**src/rtl/apb_slv_pkg.sv**
```systemverilog
// Shared types, register map constants and decode helpers for the APB register-file completer.
// The decode function is the single place that decides whether a setup phase is an error.
package apb_slv_pkg;

    typedef enum logic [1:0] {
        IDLE  = 2'd0,
        WAIT  = 2'd1,
        READY = 2'd2
    } state_t;

    localparam int CTRL_IDX      = 0;
    localparam int STATUS_IDX    = 1;
    localparam int FIRST_SCRATCH = 2;

    localparam int WAIT_LSB   = 0;
    localparam int WAIT_W     = 4;
    localparam int IRQ_EN_BIT = 8;
    localparam int CLR_BIT    = 9;

    // Address is passed zero-extended to 32 bits so the helper is independent of ADDR_WIDTH.
    function automatic logic decode_err(input logic [31:0] byte_addr,
                                        input logic        write,
                                        input logic [31:0] num_regs);
        logic [31:0] idx;
        idx = {2'b00, byte_addr[31:2]};
        return (byte_addr[1:0] != 2'b00)
            || (idx >= num_regs)
            || (write && (idx == 32'(STATUS_IDX)));
    endfunction

    function automatic logic [15:0] sat_inc(input logic [15:0] v);
        return (v == 16'hFFFF) ? v : v + 16'd1;
    endfunction

endpackage

```
**src/rtl/apb_slave_regfile.sv**
```systemverilog
// APB completer with a CTRL / STATUS / scratch register bank, programmable wait states and
// saturating transfer/error counters that drive a level error interrupt.
module apb_slave_regfile #(
    parameter int ADDR_WIDTH = 8,
    parameter int DATA_WIDTH = 32,
    parameter int NUM_REGS   = 8,
    parameter int RESET_WAIT = 0
) (
    input  logic                  pclk,
    input  logic                  preset,
    input  logic                  pselx,
    input  logic                  penable,
    input  logic                  pwrite,
    input  logic [ADDR_WIDTH-1:0] paddr,
    input  logic [DATA_WIDTH-1:0] pwdata,
    output logic                  pready,
    output logic                  pslverr,
    output logic [DATA_WIDTH-1:0] prdata,
    output logic                  irq_o
);
    import apb_slv_pkg::*;

    localparam int IDX_W = ADDR_WIDTH - 2;

    state_t                 state;
    logic [WAIT_W-1:0]      cnt;
    logic [IDX_W-1:0]       lat_idx;
    logic                   lat_write;
    logic                   lat_err;
    logic [DATA_WIDTH-1:0]  lat_wdata;

    logic [WAIT_W-1:0]      ctrl_wait;
    logic                   irq_en;
    logic [15:0]            xfer_cnt;
    logic [15:0]            err_cnt;
    logic [DATA_WIDTH-1:0]  scratch [FIRST_SCRATCH:NUM_REGS-1];

    logic [IDX_W-1:0]       setup_idx;
    logic                   setup_err;
    logic                   commit_ctrl_clr;

    assign setup_idx = paddr[ADDR_WIDTH-1:2];
    assign setup_err = decode_err(32'(paddr), pwrite, 32'(NUM_REGS));
    assign commit_ctrl_clr = !lat_err && lat_write && (lat_idx == IDX_W'(CTRL_IDX))
                             && lat_wdata[CLR_BIT];

    function automatic logic [DATA_WIDTH-1:0] reg_read(input logic [IDX_W-1:0] idx);
        logic [DATA_WIDTH-1:0] v;
        v = '0;
        if (idx == IDX_W'(CTRL_IDX)) begin
            v[WAIT_LSB +: WAIT_W] = ctrl_wait;
            v[IRQ_EN_BIT]         = irq_en;
        end else if (idx == IDX_W'(STATUS_IDX)) begin
            v = {err_cnt, xfer_cnt};
        end else begin
            for (int i = FIRST_SCRATCH; i < NUM_REGS; i++) begin
                if (idx == IDX_W'(i)) v = scratch[i];
            end
        end
        return v;
    endfunction

    always_ff @(posedge pclk) begin
        if (preset) begin
            state     <= IDLE;
            cnt       <= '0;
            lat_idx   <= '0;
            lat_write <= 1'b0;
            lat_err   <= 1'b0;
            lat_wdata <= '0;
            ctrl_wait <= WAIT_W'(RESET_WAIT);
            irq_en    <= 1'b0;
            xfer_cnt  <= '0;
            err_cnt   <= '0;
            pready    <= 1'b0;
            pslverr   <= 1'b0;
            prdata    <= '0;
            irq_o     <= 1'b0;
            for (int i = FIRST_SCRATCH; i < NUM_REGS; i++) scratch[i] <= '0;
        end else begin
            irq_o <= irq_en && (err_cnt != 16'd0);
            case (state)
                IDLE: begin
                    pready  <= 1'b0;
                    pslverr <= 1'b0;
                    prdata  <= '0;
                    if (pselx && !penable) begin
                        lat_idx   <= setup_idx;
                        lat_write <= pwrite;
                        lat_wdata <= pwdata;
                        lat_err   <= setup_err;
                        cnt       <= ctrl_wait;
                        if (ctrl_wait == '0) begin
                            state   <= READY;
                            pready  <= 1'b1;
                            pslverr <= setup_err;
                            prdata  <= (setup_err || pwrite) ? '0 : reg_read(setup_idx);
                        end else begin
                            state <= WAIT;
                        end
                    end else if (pselx && penable) begin
                        // Access phase without a setup: answer at once with an error.
                        lat_err   <= 1'b1;
                        lat_write <= pwrite;
                        state     <= READY;
                        pready    <= 1'b1;
                        pslverr   <= 1'b1;
                        prdata    <= '0;
                    end
                end
                WAIT: begin
                    if (!pselx) begin
                        state <= IDLE;
                    end else if (cnt == WAIT_W'(1)) begin
                        state   <= READY;
                        pready  <= 1'b1;
                        pslverr <= lat_err;
                        prdata  <= (lat_err || lat_write) ? '0 : reg_read(lat_idx);
                    end else begin
                        cnt <= cnt - WAIT_W'(1);
                    end
                end
                READY: begin
                    state   <= IDLE;
                    pready  <= 1'b0;
                    pslverr <= 1'b0;
                    prdata  <= '0;
                    if (!lat_err && lat_write) begin
                        if (lat_idx == IDX_W'(CTRL_IDX)) begin
                            ctrl_wait <= lat_wdata[WAIT_LSB +: WAIT_W];
                            irq_en    <= lat_wdata[IRQ_EN_BIT];
                        end
                        for (int i = FIRST_SCRATCH; i < NUM_REGS; i++) begin
                            if (lat_idx == IDX_W'(i)) scratch[i] <= lat_wdata;
                        end
                    end
                    // A clear in the same cycle as the increment leaves the counters at zero.
                    if (commit_ctrl_clr) begin
                        xfer_cnt <= '0;
                        err_cnt  <= '0;
                    end else begin
                        xfer_cnt <= sat_inc(xfer_cnt);
                        if (lat_err) err_cnt <= sat_inc(err_cnt);
                    end
                end
                default: state <= IDLE;
            endcase
        end
    end

endmodule
```
**config.mk**
```make
export PLATFORM = sky130hd
export DESIGN_NAME = apb_slave_regfile
export DESIGN_NICKNAME = d
export VERILOG_FILES = /design/src/rtl/apb_slv_pkg.sv /design/src/rtl/apb_slave_regfile.sv
export SDC_FILE = /design/constraint.sdc
export NUM_CORES = 1
export LEC_CHECK = 0
export ABC_CLOCK_PERIOD_IN_PS = 4100
export CAP_MARGIN = 20
export CORE_MARGIN = 5
export CORE_UTILIZATION = 30
export DETAILED_ROUTE_END_ITERATION = 6
export HOLD_SLACK_MARGIN = 0.08
export SLEW_MARGIN = 40
export SYNTH_ARGS = -nofsm -noshare
export SYNTH_HDL_FRONTEND = slang
export SYNTH_SLANG_ARGS = --single-unit
```
**constraint.sdc**
```tcl
create_clock -name pclk -period 4.1 [get_ports pclk]
set_input_delay 0.82 -clock pclk [delete_from_list [all_inputs] [get_ports pclk]]
set_output_delay 0.82 -clock pclk [all_outputs]
set_load 0.02 [all_outputs]
```
==> impl_metrics.json, run 1 <==
{
  "ctsHoldBuffers": 0,
  "synth_ff_type": "edfxtp_1",
  "crit_top_cell": "nand2_1",
  "grt_pass1_wl_mm": 88.8,
  "first_iter_violations": 1979,
  "worstReg2RegEnd": "prdata[16]",
  "cts_max_level": 2,
  "cts_buffer_depth": 3,
  "power_per_cell_area_mw_per_mm2": 401,
  "synth-seq-area-share_pct": 51.3,
  "cp_slowest_stage_delay_ps": 650,
  "core_mm2": 0.0524,
  "antenna_found_initial": 3,
  "syn_area_per_cell_um2": 10.0,
  "root_buffer": "clkbuf_16",
  "ant_nets": 0,
  "gr-total-overflow": 0,
  "layout_commonest_cell": "and2_1",
  "yosysWarnings": 0,
  "port_buffers": 79,
  "grt_pass1_vias": 13567,
  "finalCritPeriodShare_pct": 77.0,
  "place.gp.congestion": 0.940,
  "detailedRoute.firstPassIterationCount": 7,
  "dieArea_mm2": 0.0575,
  "fin_ws_ps": 944,
  "end_kind": "flip-flop",
  "r2r_slack_ps": 940,
  "violations": "DRC",
  "synth_area_leaders": "edfxtp_1, dfxtp_1, and2_1",
  "final_cell_mix": "and2_1, edfxtp_1, nand2_1",
  "drt_wl_total_mm": 59.9,
  "core.rowCount": 84,
  "setup_viol": 0,
  "crit_fanout": 17,
  "arrival_ps": 3620,
  "fin_crit_ps": 3160,
  "clkTransAtPathRegs_ps": 60,
  "fmax_mhz": 317,
  "max-cap-violations": 0,
  "status": "finished with violations",
  "slew_viol_final": 0,
  "cts_sinks": 310,
  "hold_viol": 0,
  "crit_type": "reg2reg",
  "drc": 4,
  "slowest_stage": "nor3_1",
  "tns_ps": 0,
  "cts_buffers": 37,
  "ys_async_sr_fraction_pct": 0,
  "fill_cells": 5159,
  "finalNonFillerCells": 2359,
  "max_slew.worst_pin.slew_ps": 977,
  "ioPinCount": 80,
  "synth_cell_types": 80,
  "worstHoldPathType": "reg2reg",
  "clk_latency_ps": 560,
  "vdd_drop_max_uv": 223,
  "drive_gt1_share_pct": 11.4,
  "final_nets": 1695,
  "grt.total_usage_pct": 20.4,
  "fp.dieH_um": 240,
  "p_total_mw": 7.59,
  "dpl.hpwl_mm": 39.5,
  "synth_area_mm2": 0.0158,
  "crit_end": "prdata[16]",
  "dp_slack_ps": 540,
  "cellLeakagePower_nw": 6.45,
  "cts_resized": 0,
  "vias_per_cell": 5.86,
  "grt_max_degree": 60,
  "clock_skew_ps": 21.8,
  "synth_top_area_cell": "edfxtp_1",
  "syn2layout_area_growth_pct": 19.5,
  "vias": 13821,
  "synth.net_count": 1638,
  "crit_start": "state[1]",
  "syn_inst": 1584,
  "crit_path_cell_trace": "inv_1 -> ha_1 -> nand2_1 -> nor3_1 -> nand2_1 -> o22a_1 -> a311oi_2",
  "synth-seq-cells": 310,
  "placed_cells": 2290,
  "rr_startpoint": "state[1]",
  "postCtsSetupRepairBufs": 0,
  "r2r_cells": 7,
  "maxSlewHeadroom_pct": 34.7,
  "die_w_um": 240,
  "synth-edff-count": 192,
  "worstPathRequired_ps": 4560,
  "rsz0062_at_grt": "no",
  "startpoint_type": "flip-flop",
  "min-delay-start": "cnt[1]",
  "synthDominantCellAreaShare_pct": 36.4,
  "wire_per_inst_um": 25.4,
  "start_util_pct": 30.2,
  "cts_tree": "done"
}
==> kinds of logic (layout without fill, tap and decap cells) <==
logic type,after synthesis,in the layout,share of synthesized area (%)
xor gates and xnor gates,22,22,1.22
adders and majority gates,9,9,0.711
other,0,2,0
DFF,310,310,51.3
muxes,62,62,4.21
AOI/OAI and AO/OA,405,405,17.7
buffers and inverters,139,224,3.80
and+or+nand+nor,637,637,21.1
==> power breakdown <==
part / switching [mW] / total, mW / internal (mW)
logic: 0.341 / 0.526 / 0.186
registers: 0.103 / 3.50 / 3.39
clock network: 1.34 / 3.57 / 2.23
==> metal layers <==
layer  up-vias  global-route usage, %  routed length (um)
li1       5976                      -                   -
met1      6671                   27.7               24700
met2       955                   31.0               25900
met3       217                   5.19                6770
met4         2                   8.70                2580
met5         -                      0                  13
==> stage by stage <==
step,instance area (um^2),util (%),hold slack [ps]
finish,18900,36.1,501
detailed placement,17600,33.5,484
CTS,18900,36.1,492
global route,18900,36.1,542
floorplan,15800,-,458
global placement,17600,33.5,477
==> how the worst min path moves through the flow <==
stage | end | slack [ps] | cells after the start
floorplan | cnt[1] | 460 | 2
global placement | cnt[1] | 480 | 2
detailed placement | cnt[1] | 480 | 2
CTS | cnt[1] | 490 | 2
global route | pslverr | 540 | 2
finish | cnt[1] | 500 | 2
==> registers in the layout, summed over array words and instances (netlist names), 2 cells and up <==
register,count
lat_idx,6
lat_wdata,32
ctrl_wait,4
xfer_cnt,16
prdata,32
cnt,4
err_cnt,16
state,2
scratch,192
==> synth_stat cells, drive strengths merged (27+ instances only) <==
cell type  number
a21oi         104
a22oi          44
and2          194
buf            50
clkbuf         73
dfxtp         118
edfxtp        192
mux2           27
mux2i          34
nand2         146
nand3          46
nor2          121
nor3           42
o21ai          55
o22ai          30
==> worst max-delay path, delay by kind of cell, from the launching register on <==
family,cells,cell delay [ps]
adder cells (fa/ha/maj),1,590
AND/OR/NAND/NOR,3,1390
flip-flops,1,340
buffers and inverters,1,90
AO/OA/AOI/OAI,2,640
==> final cells by class <==
type,count,area (um^2),area share [%]
well taps,688,861,4.55
flip-flops and latches,310,8130,43.0
inverters,16,60.1,0.317
clock inverters,13,196,1.04
clock buffers,54,1130,5.98
diodes,2,5.00,0.0264
multi-input cells,1135,7170,37.9
repair buffers,141,1370,7.22
Note: power is estimated with default switching activity, not from simulation.
==> run 2, diff against run 1 <==
Settings changed: ABC_CLOCK_PERIOD_IN_PS 4100 to 2800.
Clock period 4.1 ns to 2.8 ns, I/O delays scaled along.
==> impl_metrics.json, run 2 (synthesis results as in run 1) <==
{
  "status": "finished with violations",
  "violations": "DRC",
  "dieArea_mm2": 0.0575,
  "final_nets": 1779,
  "top_regs": "scratch x192, lat_wdata x32, prdata x32",
  "ioPinCount": 80,
  "end_kind": "flip-flop",
  "core_mm2": 0.0524,
  "startpoint_type": "flip-flop",
  "hold_viol": 0,
  "grt.total_usage_pct": 20.6,
  "clock_skew_ps": 19.8,
  "fp.dieH_um": 240,
  "setup_viol": 0,
  "worstHoldPathType": "in2reg",
  "diodes": 0,
  "cts_max_level": 2,
  "ctsHoldBuffers": 0,
  "fmax_mhz": 388,
  "regArea_mm2": 0.00813,
  "finalCritPeriodShare_pct": 92.1,
  "ant_nets": 0,
  "regMostFlops": "scratch",
  "largest_reg_flops": 192,
  "grt_pass1_wl_mm": 89.2,
  "dpl.hpwl_mm": 41.5,
  "start_util_pct": 30.2,
  "clkTransAtPathRegs_ps": 60,
  "layout_commonest_cell": "and2_1",
  "arrival_ps": 3020,
  "cts_sinks": 310,
  "worstPathRequired_ps": 3250,
  "detailedRoute.firstPassIterationCount": 7,
  "final_area_mm2": 0.0196,
  "hold_path_depth": 2,
  "wire_per_inst_um": 24.9,
  "max-cap-violations": 0,
  "drive_gt1_share_pct": 15.3,
  "dpl_cell_area_mm2": 0.0184,
  "final_cell_mix": "and2_1, edfxtp_1, nand2_1",
  "core.rowCount": 84,
  "max_slew.worst_pin.slew_ps": 663,
  "multi_input_area_mm2": 0.00715,
  "cellLeakagePower_nw": 6.87,
  "fill_cells": 5119,
  "vias_per_cell": 5.77,
  "drt_wl_total_mm": 60.7,
  "power_per_cell_area_mw_per_mm2": 561,
  "first_iter_violations": 1957,
  "vdd_drop_max_uv": 323,
  "crit_fanout": 6,
  "rsz0062_at_grt": "no",
  "maxSlewHeadroom_pct": 55.5,
  "r2r_slack_ps": 220,
  "tns_ps": 0,
  "crit_type": "reg2reg",
  "r2r_cells": 10,
  "postCtsSetupRepairBufs": 0,
  "fin_crit_ps": 2580,
  "finalNonFillerCells": 2442,
  "placed_cells": 2374,
  "gr-total-overflow": 0,
  "place.gp.congestion": 0.944,
  "root_buffer": "clkbuf_16",
  "crit_start": "state[0]",
  "slew_viol_final": 0,
  "cts_tree": "done",
  "clk_latency_ps": 560,
  "min-delay-start": "preset",
  "holdWs_ps": 277,
  "grt_max_degree": 40,
  "drc": 2,
  "cts_buffers": 37,
  "hold_end": "prdata[9]",
  "antenna_found_initial": 0,
  "cts_buffer_depth": 3,
  "die_w_um": 240,
  "grt_pass1_vias": 13486,
  "vias": 14096,
  "syn2layout_area_growth_pct": 23.9,
  "cts_resized": 0,
  "worstReg2RegEnd": "prdata[10]",
  "rr_startpoint": "state[0]",
  "port_buffers": 79
}
==> run 2: cell count changes in the layout (fill, tap and decap cells not counted), sizes merged <==
cell	delta
buf	+84
clkbuf	-4
clkinv	+4
diode	-2
clkinvlp	+1
==> run 2: layer usage <==
layer	global-route usage (%)	wire length, um	vias up
met5	0	0	-
met4	8.33	2530	0
met3	3.88	6470	182
met2	31.7	26700	911
met1	28.6	25100	6841
li1	-	-	6162
==> run 2: worst max path at each step <==
stage                     cells after the start        endpoint  slack [ps]
after detailed placement                     10      prdata[24]         -90
after global routing                         10      prdata[24]          50
after global placement                        9      prdata[16]         -30
after floorplan                               4  scratch[0][64]         440
final                                        10      prdata[10]         220
after CTS                                     7      err_cnt[3]         210
==> run 2: where the power goes <==
group / total [mW] / switching [mW] / leakage, nW / internal (mW)
logic: 0.847 / 0.523 / 3.32 / 0.324
registers: 5.11 / 0.143 / 2.94 / 4.97
clock network: 5.05 / 1.99 / 0.608 / 3.06
total: 11.0 / 2.65 / 6.87 / 8.36
==> run 2: layout make-up <==
type                            instances  area share [%]
Clock buffer                           50            5.28
Timing Repair Buffer                  225            11.1
Tap cell                              688            4.38
Multi-Input combinational cell       1135            36.4
Sequential cell                       310            41.4
Clock inverter                         18            1.11
Inverter                               16           0.306
==> run 2: stage by stage <==
step	power (mW)	util (%)	setup slack, ps
finish	11.0	37.4	221
global route	11.3	37.4	48.2
CTS	11.1	37.4	207
detailed placement	6.04	35.0	-86.9
global placement	6.02	35.0	-29.1
floorplan	5.59	-	436
==> run 2: worst max-delay path: stages (launching register included) <==
cell and delay, ps:
dfxtp_1 370, inv_1 90, ha_1 380, nor4b_1 360
nand4_2 220, a21o_1 230, buf_4 170, buf_4 190
nor2_1 110, nand2_1 60, a311oi_1 300
